File: src/rtl/seq_detect_param.sv
// rtl/seq_detect_param.sv - runtime-programmable serial bit-pattern detector
// Registered match pulse and saturating match counter.
module seq_detect_param #(
   parameter int                 MAX_LEN     = 8,
   parameter int                 CNT_W       = 8,
   parameter logic [MAX_LEN-1:0] DEF_PATTERN = 8'b0001_1000,
   parameter int                 DEF_LEN     = 5,
   parameter bit                 DEF_OVERLAP = 1'b0,
   localparam int                LW          = $clog2(MAX_LEN + 1)
) (
   input  logic               clk,
   input  logic               rst_n,
   input  logic               cfg_load,
   input  logic [MAX_LEN-1:0] cfg_pattern,
   input  logic [LW-1:0]      cfg_len,
   input  logic               cfg_overlap,
   input  logic               x_valid,
   input  logic               x,
   input  logic               cnt_clr,
   output logic               y,
   output logic [CNT_W-1:0]   match_cnt,
   output logic               cnt_sat
);

   logic [MAX_LEN-1:0] pat;
   logic [MAX_LEN-1:0] win;
   logic [MAX_LEN-1:0] win_nx;
   logic [MAX_LEN-1:0] mask;
   logic [LW-1:0]      len;
   logic [LW-1:0]      fill;
   logic [LW-1:0]      len_clamp;
   logic [LW:0]        fill_p1;
   logic               ovl;
   logic               shift;
   logic               hit;

   // Decision is made on the incoming bit, so compare against the would-be window.
   always_comb begin
      shift   = x_valid & ~cfg_load;
      win_nx  = {win[MAX_LEN-2:0], x};
      fill_p1 = {1'b0, fill} + {{LW{1'b0}}, 1'b1};
      mask    = '0;
      for (int i = 0; i < MAX_LEN; i++) begin
         mask[i] = (i < int'(len));
      end
      hit = shift && (len != '0) && (fill_p1 >= {1'b0, len})
            && ((win_nx & mask) == (pat & mask));
      len_clamp = (cfg_len > LW'(MAX_LEN)) ? LW'(MAX_LEN) : cfg_len;
   end

   assign cnt_sat = &match_cnt;

   always_ff @(posedge clk or negedge rst_n) begin
      if (!rst_n) begin
         pat       <= DEF_PATTERN;
         len       <= LW'(DEF_LEN);
         ovl       <= DEF_OVERLAP;
         win       <= '0;
         fill      <= '0;
         y         <= 1'b0;
         match_cnt <= '0;
      end else begin
         y <= hit;
         if (cfg_load) begin
            pat  <= cfg_pattern;
            len  <= len_clamp;
            ovl  <= cfg_overlap;
            win  <= '0;
            fill <= '0;
         end else if (x_valid) begin
            win <= win_nx;
            // Non-overlapping mode restarts the count so the next match needs fresh bits.
            if (hit && !ovl) begin
               fill <= '0;
            end else if (fill_p1 >= {1'b0, len}) begin
               fill <= len;
            end else begin
               fill <= fill_p1[LW-1:0];
            end
         end
         if (cnt_clr) begin
            match_cnt <= '0;
         end else if (hit && !cnt_sat) begin
            match_cnt <= match_cnt + 1'b1;
         end
      end
   end

endmodule

File: config.mk
export PLATFORM = sky130hd
export DESIGN_NAME = seq_detect_param
export DESIGN_NICKNAME = d
export VERILOG_FILES = /design/src/rtl/seq_detect_param.sv
export SDC_FILE = /design/constraint.sdc
export NUM_CORES = 1
export LEC_CHECK = 0
export ABC_AREA = 1
export CORE_ASPECT_RATIO = 0.6
export CORE_MARGIN = 4
export CORE_UTILIZATION = 48
export DETAILED_ROUTE_END_ITERATION = 7
export GPL_ROUTABILITY_DRIVEN = 0
export GPL_TIMING_DRIVEN = 0
export HOLD_SLACK_MARGIN = 0.15
export PLACE_DENSITY = 0.75
export SLEW_MARGIN = 20
export SYNTH_ARGS = -nofsm -noshare
export SYNTH_HDL_FRONTEND = slang
export SYNTH_SLANG_ARGS = --single-unit
File: constraint.sdc
create_clock -name clk -period 1.9 [get_ports clk]
set_clock_uncertainty 0.05 [all_clocks]
set_input_delay 0.38 -clock clk [delete_from_list [all_inputs] [get_ports clk]]
set_output_delay 0.38 -clock clk [all_outputs]
set_load 0.01 [all_outputs]
# Word level (Yosys, flattened, before mapping)
# Index checks and enable logic that the tools add are counted.
# Widths: inputs -> output; s select.
[totals] register_bits=33 output_inout_bits=10 elab_cells=44
[classes] addsub=2 order_cmp=10 n_eq_ne=1 n_mux=9 bitwise=4 reduce_logical=11
[ops] cell="$mux 4" n=5
[ops] cell="$and 8x8->8" n=2
[ops] cell="$lt 3x4->1 const A" n=4
[ops] cell="$mux 8" n=2
[ops] cell="$mux 7" n=2
[ops] cell="$add 8x1->8 const B" n=1
[ops] cell="$eq 8x8->1" n=1
[ops] cell="$lt 1x4->1 const A" n=2
[ops] cell="$lt 2x4->1 const A" n=2
[ops] cell="$reduce_and 8->1" n=1
[ops] cell="$add 4x1->5 const B" n=1
[ops] cell="$ge 5x4->1" n=1
[ops] cell="$logic_and 1x1->1" n=5
[ops] cell="$gt 4x4->1 const B" n=1
[ops] cell="$reduce_bool 2->1" n=2
[ops] cell="$reduce_bool 4->1" n=1
[ops] cell="$logic_not 1->1" n=2
[ops] cell="$and 1x1->1" n=1
[ops] cell="$not 1->1" n=1

# Depth between registers and ports, before layout
# Gate-level depths: netlist (run 1).
[logic_depth] ltp_word=9 depth_mapped=14 depth_no_buf=14

# Worst setup path after synthesis (run 1)
# Ideal clock, no wire load.
[synth_timing] kind="flip-flop to flip-flop" startpoint="reg fill[0]" endpoint="reg match_cnt[3]" arrival_time_ns=1.843 required_ns=1.732 path_slack_ns=-0.111 path_stages_with_launch=15 path_buffers=0 path_cell_list="dfrtp_1 -> ha_1 -> xor2_1 -> ha_1 -> nand2_1 -> inv_1 -> nand2_1 -> nand2_1 -> nand2_1 -> nand2_2 -> nand2_2 -> inv_2 -> nand3_4 -> nand3_1 -> nand2_1"
[synth_between] elab_chain_cells=6
[synth_rtl] item="start: declaration" line="30" rtl="logic [LW-1:0] fill;"
[synth_rtl] item="start signal: assignment" line="76" rtl="fill <= len;"
[synth_rtl] item="start signal: assignment" line="78" rtl="fill <= fill_p1[LW-1:0];"
[synth_rtl] item="$add 4x1->5" line="41" rtl="fill_p1 = {1'b0, fill} + {{LW{1'b0}}, 1'b1};"
[synth_rtl] item="$ge 5x4->1" line="46" rtl="hit = shift && (len != '0) && (fill_p1 >= {1'b0, len})"
[synth_rtl] item="$logic_and 1x1->1" line="46"
[synth_rtl] item="$logic_and 1x1->1" line="47" rtl="&& ((win_nx & mask) == (pat & mask));"
[synth_rtl] item="$logic_and 1x1->1" line="83" rtl="end else if (hit && !cnt_sat) begin"
[synth_rtl] item="$reduce_bool 2->1 (no source line)"
[synth_rtl] item="end signal: assignment" line="84" rtl="match_cnt <= match_cnt + 1'b1;"
[synth_rtl] item="end: declaration" line="21" rtl="output logic [CNT_W-1:0] match_cnt,"
# Every way passes these cells.
# A chain may end at the register's enable or synchronous reset.

# Worst setup path after layout (run 1)
[layout_timing] startpoint="reg fill[1]" endpoint="reg match_cnt[0]"
# The elaborated chain is that of the path after synthesis.

==> reports/summary.txt, run 1 <==
status: finished, violations left
failing checks: setup timing
Worst path max stage delay: 0.41 ns
core area: 3744 sq um
main combinational cell family by area after synthesis: simple AND/OR/NAND/NOR gates
antenna-violating nets left: 0
Synth Area in Compound Gates: 6.997%
CP Cell Sequence: ha_2 -> xor2_2 -> ha_1 -> nand2_1 -> inv_1 -> nand2_1 -> nand2_1 -> nand2_2 -> nand2_4 -> nand2_4 -> inv_4 -> nand3_4 -> nand3_1 -> nand2_1
kind of critical path: reg2reg
P_sw: 0.7965 mW
initial antenna violation count: 0
Sw Share: 34.92%
unrepaired setup endpoints after global routing: true
f_max: 0.4845 GHz
top cell family by delay on the critical path: simple AND/OR/NAND/NOR gates
share of cells above drive strength 1: 20.67%
Routed WL per cell: 13.18 um
CP required: 2.02 ns
Die Area: 5051 sq um
Pwr Density: 882.5 nW/um^2
Mapped Cells: 250
VDD IR max: 0.0006612 V
drt initial violations: 142
first-pass GRT wire length: 7548 um
CTS Buf Count: 5
clock share of power: 25.2%
PortBufs: 28
Hold Path Class: reg2reg
xor and xnor area share after synthesis: 3.696%
top cell type's share of synthesized area: 38.28%
Lkg Pwr: 1.322 nW
pre-CTS WS: -0.3242 ns
CTS tree: done
worst-skew pair later-pin latency: 0.29 ns
top post-synthesis cells by area: dfrtp_1 38%, nand2_1 16%, inv_1 6.9%
antenna cell count: 0
DRC Markers: 0
drt pass-1 iters: 4
Tcrit/Tclk final: 108.6%
Avg Inst Size Synth: 7.582 sq um
Pins Over Slew Limit: 0
Max FO, Critical Path: 8
synthesized cell area: 1896 sq um
setup TNS: -1.730 ns
WP data arrival: 2.19 ns
Die X: 89.13 um
adder-cell share of the synthesized area: 3.960%
buffers and inverters on the worst path: 2
GRT Util Overall: 19.58%
Die Ht: 56.68 um
Synth cell types: 24
Post-DP HPWL: 3187 um
min setup slack post-route: -0.1638 ns
Final nets: 324
area delta synth->final: 36.37%
clk slew on worst S/H paths: 0.07 ns
Seq pwr share: 36.2%
# IOs: 29
vias in the first global route: 1592
max cap viols: 0
fin area: 2585 sq um
minimum hold slack: 0.4541 ns
startpoint types: flop
Post-Syn Nets: 275
logic gate share of total power: 38.5%
master of the slowest instance on the critical path: dfrtp_1
vias: 1715
Total Wirelength: 4573 um
# setup viols final: 12
clk sinks: 33
Max Root-Sink Buffers: 2
worst slew pin tran: 0.4600 ns
mux contribution to synthesized area: 0%
pin count of the biggest net entering global routing: 18
warnings from Yosys: 0
CP Capture Type: flop
most used cell, CP: nand2_1
post-synthesis register bit count: 33
Clock Tree Root: clkbuf_8
overall power: 2.281 mW
DR vias/cell: 4.942
Seq/Total Area, Yosys: 43.83%
gr ovfl total: 0
area leader, netlist: dfrtp_1
placed cell areas: 2267 sq um
Int Power: 1.485 mW
fin crit period: 2.064 ns
final hold violation count: 0
Starting Density: 50.64%
Row Count: 17
Worst slew margin: 69.33%
H-tree depth: 2
simple-gate share of the synthesized area: 32.94%
cell usage after synthesis:
master	count
xnor2_1	2
inv_1	35
dfstp_2	4
inv_2	4
nand2_2	4
xor2_1	6
ha_1	6
nor2_2	3
nand4_1	9
dfrtp_1	29
clkbuf_1	2
a22o_1	1
nand2_4	1
o22ai_1	7
a21oi_1	6
clkinv_1	1
buf_2	1
nand3_1	19
nand2_1	80
o21ai_0	10
nor2_8	1
nand3_2	2
nor2_1	16
nand3_4	1
final cells by class:
type | count | area [sq um]
fillers | 309 | 1159
multi-input cells | 174 | 1018
flip-flops and latches | 33 | 830.8
repair buffers | 42 | 410.4
inverters | 40 | 152.6
clock buffers | 7 | 96.34
well taps | 47 | 58.81
plain buffers | 3 | 12.51
clock inverters | 1 | 5.005
through the flow:
step           instances  util (%)
3_5_place_dp         326     60.56
2_1_floorplan        250         -
5_1_grt              347     69.05
6_report             347     69.05
4_1_cts              342     66.88
3_3_place_gp         325     59.96
cells by family (layout without fill, tap and decap cells):
family	count (synthesis)	count (layout)
AOI/OAI and AO/OA	24	24
adders and majority gates	6	6
DFF	33	33
buffers and inverters	43	93
xor gates and xnor gates	8	8
and+or+nand+nor	136	136
timing repair:
item                       in CTS  in global routing
setup buffers                   7                  5
hold endpoints to repair       13                  0
setup endpoints to repair      14                 14
hold buffers                    1                  0
pin swaps                       5                  4
gates resized for setup        14                 14
power groups by stage:
stage	clock (mW)	combinational, mW	sequential (mW)
final	0.576	0.879	0.826
after CTS	0.590	0.797	0.825
after global placement	0	0.578	0.839
after floorplan	0	0.452	0.826
after global routing	0.627	0.977	0.835
after detailed placement	0	0.603	0.839
worst paths after layout:
kind                                startpoint                  endpoint  slack [ns]  cells after the start
max in group asynchronous                rst_n        pat[3]$_DFFE_PN1P_        0.77                      3
hold / removal              pat[4]$_DFFE_PN1P_        pat[4]$_DFFE_PN1P_        0.45                      2
setup reg to reg           fill[1]$_DFFE_PN0P_  match_cnt[0]$_DFFE_PN0P_       -0.16                     14
min in group asynchronous                rst_n        pat[2]$_DFFE_PN0P_        0.52                      2
hold reg to reg             pat[4]$_DFFE_PN1P_        pat[4]$_DFFE_PN1P_        0.45                      2
setup / recovery           fill[1]$_DFFE_PN0P_  match_cnt[0]$_DFFE_PN0P_       -0.16                     14
layer usage:
layer / wire [um] / vias up / global-route usage, %
met5: 0 / - / 0
met1: 2414 / 767 / 30.96
met3: 266 / 7 / 5.425
li1: - / 894 / -
met4: 61 / 0 / 6.369
met2: 1830 / 47 / 24.97
placed cells by master (no fill, tap or decap), drive strengths merged:
| cell type | count |
|---|---|
| nand2 | 85 |
| inv | 39 |
| dfrtp | 29 |
| clkdlybuf4s50 | 26 |
| nand3 | 22 |
| nor2 | 20 |
| buf | 16 |
| o21ai | 10 |
| nand4 | 9 |
| clkbuf | 9 |
| o22ai | 7 |
| a21oi | 6 |
| xor2 | 6 |
| ha | 6 |
| dfstp | 4 |
| xnor2 | 2 |
| clkinv | 2 |
| a22o | 1 |
| dlygate4sd3 | 1 |
worst register-to-register path: stages (launching register included):
cell and delay [ns]:
dfrtp_1 0.41, ha_2 0.22, xor2_2 0.15, ha_1 0.30, nand2_1 0.06, inv_1 0.05, nand2_1 0.04, nand2_1 0.06
nand2_2 0.06, nand2_4 0.09, nand2_4 0.08, inv_4 0.08, nand3_4 0.13, nand3_1 0.10, nand2_1 0.06
state kept, by name (all words and copies together) (netlist names):
register,cells
win,7
ovl,1
fill,4
y,1
pat,8
match_cnt,8
len,4
Note: power is estimated with default switching activity, not from simulation.
==> run 2, diff against run 1 <==
--- a/config.mk
+++ b/config.mk
@@ -14,7 +14,7 @@
 export GPL_TIMING_DRIVEN = 0
 export HOLD_SLACK_MARGIN = 0.15
 export PLACE_DENSITY = 0.75
-export SLEW_MARGIN = 20
+export RECOVER_POWER = 50
 export SYNTH_ARGS = -nofsm -noshare
 export SYNTH_HDL_FRONTEND = slang
 export SYNTH_SLANG_ARGS = --single-unit
==> run 2 against run 1 <==
  * The run still ends with setup timing left
  * Total power down 5.7%
  * Clock-buffer cell count did not move
  * Fmax is 0.29% higher
  * Highest routed layer unchanged
==> reports/summary.txt, run 2 (synthesis gave the netlist of run 1 again) <==
Max FO, Critical Path: 8 (unchanged)
CTS Buf Count: 5 (unchanged)
max cap viols: 0 (unchanged)
most common cell after layout, fill and taps aside: nand2_1
CTS tree: done
Crit. Startpoint: fill[1]$_DFFE_PN0P_
final hold violation count: 0 (unchanged)
GRT Util Overall: 19.41% (-0.17 points)
Total Wirelength: 4451 um (-2.7%)
Tcrit/Tclk final: 108.3% (-0.31 points)
gr ovfl total: 0 (unchanged)
kind of critical path: reg2reg
worst slew pin tran: 0.8068 ns (+0.3467 ns)
DR vias/cell: 5.082 (+2.8%)
Clock Tree Root: clkbuf_8
CP required: 2.03 ns (about the same)
Pwr Density: 867.9 nW/um^2 (-1.7%)
area delta synth->final: 30.69%
Pins Over Slew Limit: 0 (unchanged)
share of cells above drive strength 1: 15.93% (-4.7 points)
fill count: 315 (+1.9%)
Row Count: 17 (unchanged)
min setup slack post-route: -0.1578 ns (+0.005947 ns)
core area: 3744 sq um (unchanged)
# IOs: 29 (unchanged)
overall power: 2.150 mW (-5.7%)
fin crit period: 2.058 ns (-0.005947 ns)
Die X: 89.13 um (unchanged)
# setup viols final: 12 (unchanged)
antenna-violating nets left: 0 (unchanged)
Final nets: 319 (-1.5%)
Hold Path Class: reg2reg
clk sinks: 33 (unchanged)
final std cells w/o fill: 342 (-1.4%)
worst reg2reg path startpoint: fill[1]$_DFFE_PN0P_
PortBufs: 28 (unchanged)
first-pass GRT wire length: 7417 um (-1.7%)
worst-skew pair later-pin latency: 0.29 ns (about the same)
DRC Markers: 0 (unchanged)
H-tree depth: 2 (unchanged)
startpoint types: flop
Post-DP HPWL: 3149 um (-1.2%)
Starting Density: 50.64% (unchanged)
f_max: 0.4859 GHz (+0.29%)
failing checks: setup timing
WP data arrival: 2.19 ns (about the same)
critical hold path startpoint: pat[3]$_DFFE_PN1P_
vias in the first global route: 1535 (-3.6%)
Routed WL per cell: 13.01 um (-1.2%)
unrepaired setup endpoints after global routing: true
antenna cell count: 0 (unchanged)
drt initial violations: 116 (-18%)
VDD IR max: 0.0005524 V (-16%)
status: finished, violations left
CP Capture Type: flop
drt pass-1 iters: 4 (unchanged)
Lkg Pwr: 1.287 nW (-2.6%)
Worst slew margin: 46.22% (-23 points)
pin count of the biggest net entering global routing: 34 (+16)
post-layout util: 66.18% (-2.9 points)
placed cells: 325 (-0.31%)
vias: 1738 (+1.3%)
initial antenna violation count: 0 (unchanged)
setup TNS: -1.649 ns (+0.08131 ns)
commonest cells after routing, fill and taps aside: 79 x nand2_1, 35 x inv_1, 29 x dfrtp_1, 25 x clkdlybuf4s50_1
Die Area: 5051 sq um (unchanged)
Die Ht: 56.68 um (unchanged)
Max Root-Sink Buffers: 2 (unchanged)
clk slew on worst S/H paths: 0.07 ns (about the same)
largest registers: match_cnt (8), pat (8), win (7)
run 2: worst paths after layout:
path | depth (start not counted) | slack (ns) | endpoint
hold / removal | 2 | 0.45 | pat[3]$_DFFE_PN1P_
hold reg to reg | 2 | 0.45 | pat[3]$_DFFE_PN1P_
max in group asynchronous | 2 | 0.64 | match_cnt[5]$_DFFE_PN0P_
setup / recovery | 14 | -0.16 | match_cnt[5]$_DFFE_PN0P_
setup reg to reg | 14 | -0.16 | match_cnt[5]$_DFFE_PN0P_
min in group asynchronous | 2 | 0.66 | y$_DFF_PN0_
run 2: layout make-up:
cell class / count / area (sq um) / area share, %
Multi-Input combinational cell: 174 / 962.2 / 38.84
Sequential cell: 33 / 830.8 / 33.54
Timing Repair Buffer: 37 / 359.1 / 14.49
Inverter: 40 / 152.6 / 6.162
Clock buffer: 7 / 96.34 / 3.889
Tap cell: 47 / 58.81 / 2.374
Buffer: 3 / 12.51 / 0.5050
Clock inverter: 1 / 5.005 / 0.2020
run 2: where the power goes:
part | switching [mW] | internal, mW
logic | 0.414 | 0.324
clock network | 0.261 | 0.327
registers | 0.0538 | 0.770
run 2: what timing repair did:
item / CTS / global route
resized for setup: 10 / 7
pin swaps: 5 / 3
hold buffers: 1 / 0
endpoints found under the hold margin: 29 / 0
setup buffers: 5 / 3
endpoints found under the setup margin: 14 / 14
run 2: layer usage:
metal  part of all wire, %  GRT usage (%)  vias to the layer above
met2                    39          25.39                       62
met1                    51          30.28                      783
met3                   8.2          4.545                        8
met5                     0              0                        -
li1                      -              -                      885
met4                   1.6          7.219                        0
run 2: through the flow:
stage                     worst slack, ns  hold slack [ns]  area (sq um)
after floorplan                  -0.04309          0.03441          1906
after global placement            -0.2787           0.4354          2245
after detailed placement          -0.3242           0.4310          2240
after CTS                         -0.1472           0.4562          2440
after global routing              -0.2770           0.4738          2477
final                             -0.1578           0.4544          2477
run 2: critical path, stage by stage, from the launching register on:
cell     delay [ns]
dfrtp_1        0.41
ha_2           0.21
xor2_1         0.18
ha_1           0.31
nand2_1        0.05
inv_1          0.04
nand2_1        0.04
nand2_1        0.06
nand2_2        0.06
nand2_4        0.08
nand2_4        0.08
inv_4          0.07
nand3_4        0.13
nand3_2        0.11
nand2_1        0.06
